<file path="src/rtl/ctrl_pkg.sv">
// ctrl_pkg: opcodes, ALU classes and the registered control bundle shared by the decode pipe.
package ctrl_pkg;
  localparam logic [5:0] OP_RTYPE = 6'b000000;
  localparam logic [5:0] OP_LW    = 6'b100011;
  localparam logic [5:0] OP_SW    = 6'b101011;
  localparam logic [5:0] OP_BEQ   = 6'b000100;
  localparam logic [5:0] OP_BNE   = 6'b000101;
  localparam logic [5:0] OP_ADDI  = 6'b001000;
  localparam logic [5:0] OP_J     = 6'b000010;
  localparam logic [5:0] OP_HLT   = 6'b111111;
  localparam logic [5:0] OP_ANDI  = 6'b001100;
  localparam logic [5:0] OP_ORI   = 6'b001101;
  localparam logic [5:0] OP_SLTI  = 6'b001010;
  localparam logic [2:0] ALU_MEM  = 3'd0;
  localparam logic [2:0] ALU_BR   = 3'd1;
  localparam logic [2:0] ALU_R    = 3'd2;
  localparam logic [2:0] ALU_ADDI = 3'd3;
  localparam logic [2:0] ALU_ANDI = 3'd4;
  localparam logic [2:0] ALU_ORI  = 3'd5;
  localparam logic [2:0] ALU_SLTI = 3'd6;
  typedef struct packed {
    logic       valid;
    logic       reg_dst;
    logic       jump;
    logic       branch;
    logic       nbranch;
    logic       mem_write;
    logic       mem_to_reg;
    logic       alu_src;
    logic       reg_write;
    logic [2:0] alu_op;
  } ctrl_bundle_t;
  typedef enum logic [1:0] {RUN, DRAIN, HALTED} state_t;
  localparam ctrl_bundle_t BUBBLE = '0;
  // flags order: reg_dst, jump, branch, nbranch, mem_write, mem_to_reg, alu_src, reg_write
  function automatic ctrl_bundle_t mk(input logic [7:0] flags, input logic [2:0] alu);
    return {1'b1, flags, alu};
  endfunction
endpackage

</file>
<file path="src/rtl/ctrl_decode_comb.sv">
// ctrl_decode_comb: combinational opcode to control bundle, with illegal and hlt detection.
module ctrl_decode_comb
  import ctrl_pkg::*;
#(
  parameter int OPW     = 6,
  parameter bit EXT_OPS = 1'b0
) (
  input  logic [OPW-1:0] opcode,
  output ctrl_bundle_t   ctrl,
  output logic           illegal,
  output logic           is_hlt
);
  logic [5:0] op;
  logic       hi;
  assign op = opcode[5:0];
  assign hi = (opcode >> 6) != '0;
  always_comb begin
    ctrl = BUBBLE;
    illegal = 1'b0;
    is_hlt = 1'b0;
    if (hi) illegal = 1'b1;
    else case (op)
      OP_RTYPE: ctrl = mk(8'b1000_0001, ALU_R);
      OP_LW:    ctrl = mk(8'b0000_0111, ALU_MEM);
      OP_SW:    ctrl = mk(8'b0000_1010, ALU_MEM);
      OP_BEQ:   ctrl = mk(8'b0010_0000, ALU_BR);
      OP_BNE:   ctrl = mk(8'b0001_0000, ALU_BR);
      OP_ADDI:  ctrl = mk(8'b0000_0011, ALU_ADDI);
      OP_J:     ctrl = mk(8'b0100_0000, ALU_MEM);
      OP_HLT:   is_hlt = 1'b1;
      OP_ANDI: begin
        ctrl = EXT_OPS ? mk(8'b0000_0011, ALU_ANDI) : BUBBLE;
        illegal = !EXT_OPS;
      end
      OP_ORI: begin
        ctrl = EXT_OPS ? mk(8'b0000_0011, ALU_ORI) : BUBBLE;
        illegal = !EXT_OPS;
      end
      OP_SLTI: begin
        ctrl = EXT_OPS ? mk(8'b0000_0011, ALU_SLTI) : BUBBLE;
        illegal = !EXT_OPS;
      end
      default:  illegal = 1'b1;
    endcase
  end
endmodule

</file>
<file path="src/rtl/ctrl_decode_pipe.sv">
// ctrl_decode_pipe: registered ID/EX control decode with bubble insertion, halt drain and illegal-op tracking.
module ctrl_decode_pipe
  import ctrl_pkg::*;
#(
  parameter int OPW          = 6,
  parameter int ALUOPW       = 2,
  parameter bit EXT_OPS      = 1'b0,
  parameter int DRAIN_CYCLES = 3,
  parameter int CNTW         = 8
) (
  input  logic              clk,
  input  logic              rst_n,
  input  logic              id_valid,
  input  logic [OPW-1:0]    id_opcode,
  input  logic              stall,
  input  logic              flush,
  output logic              ex_valid,
  output logic              ex_reg_dst,
  output logic              ex_jump,
  output logic              ex_branch,
  output logic              ex_nbranch,
  output logic              ex_mem_write,
  output logic              ex_mem_to_reg,
  output logic              ex_alu_src,
  output logic              ex_reg_write,
  output logic [ALUOPW-1:0] ex_alu_op,
  output logic              fetch_freeze,
  output logic              halted,
  output logic              illegal_op,
  output logic [CNTW-1:0]   illegal_cnt
);
  localparam int DW = DRAIN_CYCLES > 1 ? $clog2(DRAIN_CYCLES) : 1;
  if (ALUOPW < 2 || (EXT_OPS && ALUOPW < 3) || DRAIN_CYCLES < 1) begin : g_bad_params
    $error("ctrl_decode_pipe: invalid parameter combination");
  end
  state_t       state, state_nx;
  logic [DW-1:0] cnt, cnt_nx;
  ctrl_bundle_t dec, ex;
  logic         illegal, is_hlt, accept;
  ctrl_decode_comb #(.OPW(OPW), .EXT_OPS(EXT_OPS)) u_dec (
    .opcode (id_opcode),
    .ctrl   (dec),
    .illegal(illegal),
    .is_hlt (is_hlt)
  );
  assign accept = id_valid & ~stall & ~flush & (state == RUN);
  always_comb begin
    state_nx = state;
    cnt_nx = cnt;
    if (accept && is_hlt) begin
      state_nx = DRAIN;
      cnt_nx = DW'(DRAIN_CYCLES - 1);
    end else if (state == DRAIN) begin
      state_nx = cnt == '0 ? HALTED : DRAIN;
      cnt_nx = cnt == '0 ? cnt : cnt - DW'(1);
    end
  end
  // hlt and illegal opcodes already decode to BUBBLE, so only accept gates the load
  always_ff @(posedge clk or negedge rst_n) begin
    if (!rst_n) begin
      state <= RUN;
      cnt <= '0;
      ex <= BUBBLE;
      illegal_op <= 1'b0;
      illegal_cnt <= '0;
    end else begin
      state <= state_nx;
      cnt <= cnt_nx;
      ex <= accept ? dec : BUBBLE;
      if (accept && illegal) begin
        illegal_op <= 1'b1;
        illegal_cnt <= &illegal_cnt ? illegal_cnt : illegal_cnt + CNTW'(1);
      end
    end
  end
  assign ex_valid      = ex.valid;
  assign ex_reg_dst    = ex.reg_dst;
  assign ex_jump       = ex.jump;
  assign ex_branch     = ex.branch;
  assign ex_nbranch    = ex.nbranch;
  assign ex_mem_write  = ex.mem_write;
  assign ex_mem_to_reg = ex.mem_to_reg;
  assign ex_alu_src    = ex.alu_src;
  assign ex_reg_write  = ex.reg_write;
  assign ex_alu_op     = ALUOPW'(ex.alu_op);
  assign fetch_freeze  = state != RUN;
  assign halted        = state == HALTED;
endmodule

</file>
<file path="config.mk">
export PLATFORM = sky130hd
export DESIGN_NAME = ctrl_decode_pipe
export DESIGN_NICKNAME = d
export VERILOG_FILES = /design/src/rtl/ctrl_pkg.sv /design/src/rtl/ctrl_decode_comb.sv /design/src/rtl/ctrl_decode_pipe.sv
export SDC_FILE = /design/constraint.sdc
export NUM_CORES = 1
export LEC_CHECK = 0
export ABC_AREA = 1
export BUFFER_PORTS_ARGS = -buffer_cell sky130_fd_sc_hd__buf_2
export CAP_MARGIN = 0
export CORE_MARGIN = 1
export CORE_UTILIZATION = 30
export DETAILED_ROUTE_END_ITERATION = 8
export PLACE_DENSITY = 0.49
export SYNTH_ARGS = -nofsm -noshare
export SYNTH_HDL_FRONTEND = slang
export SYNTH_HIERARCHICAL = 1
export SYNTH_SLANG_ARGS = --single-unit
</file>
<file path="constraint.sdc">
create_clock -name clk -period 3.35 [get_ports clk]
set_input_delay 0.1675 -clock clk [delete_from_list [all_inputs] [get_ports clk]]
set_output_delay 0.1675 -clock clk [all_outputs]
set_load 0.01 [all_outputs]
</file>
Word level (Yosys, flattened, before mapping)
Cells that the tools add are included.
{"block": "totals", "elab_cells": 53, "output_inout_bits": 22, "regBits": 24, "input_bits": 11}
{"block": "classes", "n_bitwise": 6, "n_addsub": 2, "n_eq_ne": 10, "n_reduce_logical": 11, "mux": 10}
{"op": "$pmux W12 S7", "count": 1}
{"op": "$eq A6 B6 Y1 const B", "count": 3}
{"op": "$eq A6 B3 Y1 const B", "count": 2}
{"op": "$mux W12", "count": 1}
{"op": "$mux W2", "count": 6}
{"op": "$add A8 B1 Y8 const B", "count": 1}
{"op": "$reduce_and A8 Y1", "count": 1}
{"op": "$reduce_or A8 Y1", "count": 1}
{"op": "$eq A6 B2 Y1 const B", "count": 1}
{"op": "$eq A6 B4 Y1 const B", "count": 1}
{"op": "$logic_not A6 Y1", "count": 1}
{"op": "$logic_not A2 Y1", "count": 2}
{"op": "$reduce_and A2 Y1", "count": 2}
{"op": "$reduce_bool A2 Y1", "count": 2}
{"op": "$and A1 B1 Y1", "count": 3}
{"op": "$not A1 Y1", "count": 3}
{"op": "$eq A2 B1 Y1 const B", "count": 1}
{"op": "$eq A2 B2 Y1 const B", "count": 1}
{"op": "$logic_and A1 B1 Y1", "count": 2}
{"op": "$mux W1", "count": 2}
{"op": "$ne A2 B2 Y1 const B", "count": 1}
{"op": "$sub A2 B1 Y2 const B", "count": 1}

Depth between registers and ports, before layout
{"block": "logic_depth", "word_depth": 7, "mapped_depth": 11}

Modules after synthesis
The synthesis kept the hierarchy.
{"mod": "ctrl_decode_pipe", "n_inst": 1, "seq_area_each_um2": 600.6, "cells_per_inst": 138, "area_per_inst_um2": 1143.6}
{"mod": "ctrl_decode_comb", "n_inst": 1, "seq_area_each_um2": 0.0, "cells_per_inst": 54, "area_per_inst_um2": 242.7}

Worst setup path before layout
Ideal clock, no wire load.
{"block": "synth_timing", "kind": "flip-flop to flip-flop", "startpoint": "reg illegal_cnt[0]", "endpoint": "reg illegal_cnt[2]", "stages_incl_launch_ff": 9, "path_slack_ps": 2109, "t_arrival_ps": 1176, "path_buffers": 0, "cell_sequence": "dfrtp_1 > ha_1 > inv_1 > nor2_1 > nand2_2 > inv_2 > nor2_4 > nand2_1 > nand2_1"}
{"block": "synth_between", "elab_chain_len": 3}
{"element": "from (decl)", "line": "ctrl_decode_pipe.sv:30", "source": "output logic [CNTW-1:0] illegal_cnt"}
{"element": "from (signal assigned)", "line": "ctrl_decode_pipe.sv:72", "source": "illegal_cnt <= &illegal_cnt ? illegal_cnt : illegal_cnt + CNTW'(1);"}
{"element": "parallel branches: the longest is 3 deep, another holds $add A8 B1 Y8"}
Parallel ways; which one is timed is not known.
A chain may end at the register's enable or synchronous reset.

Final worst setup path
{"block": "layout_timing", "startpoint": "reg illegal_cnt[0]", "endpoint": "reg illegal_cnt[7]"}
The elaborated chain is that of the path after synthesis.

==> results_dict.tcl <==
set metrics [dict create \
    die-height_um 69.7 \
    final_cells 278 \
    grt_overflow_total 0 \
    slew_violations 0 \
    synth_area_sq_um 1380 \
    antenna_found_initial 0 \
    setup_viol 0 \
    clk_pin_slew_worst_paths_ps 80 \
    crit_type "reg2reg" \
    dp_cells 273 \
    core_area_sq_um 4380 \
    synth_nets 203 \
    p_sw_share_pct 24.3 \
    largest-register "illegal_cnt" \
    synth.avg_cell_area_sq_um 7.24 \
    antenna_cells 0 \
    tns_ps 0 \
    cp_data_required_time_ps 3560 \
    rsz0062_at_grt "false" \
    grt_usage_pct 12.3 \
    clk_latency_ps 260 \
    timing.clock.skew_ps 1.10 \
    ir_drop_mv 0.121 \
    hold_class "in2reg" \
    p_int_w 0.000424 \
    viasPerCell 4.23 \
    tightest_slew_ps 560 \
    power_w 0.000560 \
    firstDrtPassIters 4 \
    cts_htree_levels 1 \
    ioPinCount 33 \
    crit_chain "ha_1, inv_1, nor2_1, nand2_2, inv_2, nor2_4, nand2_1, nand2_1" \
    via_count 1177 \
    fmax_mhz 740 \
    crit_fanout 8 \
    crit_arrival_ps 1560 \
    final_cell_mix "nand2_1 (58), inv_1 (40), buf_2 (32)" \
    cts_root_buf "clkbuf_8" \
    cts_resized 0 \
    synth_cells 190 \
    largest_register_ffs 8 \
    max_stage_delay_ps 440 \
    p_clk_share_pct 34.9 \
    cts.path.max_buffers 2 \
    grt_pass1_vias 1137 \
    outcome "complete, no violations" \
    seq_power_share_pct 54.3 \
    cts_tree "done" \
    hold_viol 0 \
    net-switching-power_w 0.000136 \
    dieArea_sq_um 4860 \
    port-buffer-count 32 \
    cp.buffers_inverters 2 \
    ant_nets 0 \
    slew_headroom_pct 62.7 \
    wl_per_cell_um 9.51 \
    finalInstanceArea_sq_um 1660 \
    cap_violations 0 \
    gp_congestion 0.819 \
    endpoint_kind "register" \
    fin_crit_sh_pct 40.3 \
    slowest_stage "dfrtp_1" \
    path_delay_family "simple AND/OR/NAND/NOR gates" \
    dpl_cell_area_sq_um 1600 \
    crit_path_start_kind "register" \
    power.leakage_nw 1.01 \
    cts.sinks 24 \
    powerDensity_nw_per_um2 337 \
    crit_top_cell "nand2_1" \
    first_iter_violations 47 \
    rows 24 \
    layout_commonest_cell "nand2_1" \
    drc_errors 0 \
    hpwl_um 2090 \
    grt_pass1_wl_um 4900 \
    drive_gt1_share_pct 23.0 \
    area_growth_pct 20.7 \
    chipWidth_um 69.7 \
    numCtsBuffers 3 \
    p_comb_share_pct 10.8 \
    cts_setup_buffers 0 \
    post-route-util_pct 37.9 \
    finalWirelength_um 2640 \
    start_util_pct 31.4 \
    fin_nets 240 \
    min_period_ps 1350 \
    ys_warn_count 6 \
    grt_max_degree 25 \
]
[power by group through the flow]
stage | Clock [W] | Combinational [W] | Sequential (W)
CTS | 0.000203 | 0.0000616 | 0.000304
finish | 0.000195 | 0.0000604 | 0.000304
global route | 0.000213 | 0.0000702 | 0.000305
floorplan | 0 | 0.0000308 | 0.000312
detailed placement | 0 | 0.0000606 | 0.000310
global placement | 0 | 0.0000607 | 0.000310
[metal layers]
layer / GRT usage, % / vias to the layer above / share of wire [%]
li1: - / 628 / -
met3: 2.47 / 2 / 3.4
met5: 0 / - / 0
met1: 16.4 / 528 / 49
met2: 20.1 / 19 / 47
met4: 4.00 / 0 / 0.87
[final cells by class]
class | count | area, sq um
clock buffers | 4 | 55.1
fillers | 493 | 2720
inverters | 42 | 158
multi-input cells | 123 | 612
flip-flops and latches | 24 | 601
well taps | 52 | 65.1
repair buffers | 33 | 170
[tightest hold or removal path, stage by stage]
cell and delay [ps]:
buf_2 130, nor2_1 50, inv_1 40, nor2_1 30
[timing repair]
item | 4_1_cts | 5_1_grt
hold buffers | 1 | 0
endpoints found under the setup margin | 0 | 0
hold endpoints to repair | 24 | 0
[worst paths after layout]
path / start / endpoint / slack, ps / cells past startpoint
hold reg to reg: illegal_op / illegal_op / 460 / 1
setup / recovery: illegal_cnt[0] / illegal_cnt[7] / 2000 / 8
setup reg to reg: illegal_cnt[0] / illegal_cnt[7] / 2000 / 8
min in group asynchronous: rst_n / illegal_cnt[0] / 430 / 2
max in group asynchronous: rst_n / ex_alu_op[0] / 2560 / 2
hold / removal: id_opcode[2] / ex_alu_op[1] / 190 / 4
[through the flow]
step | hold slack (ps) | setup WS [ps]
floorplan | -128 | 2110
global placement | 195 | 1860
detailed placement | 193 | 1850
CTS | 187 | 1990
global route | 194 | 1910
finish | 191 | 2000
No activity file was read; power rests on OpenSTA's default activity.
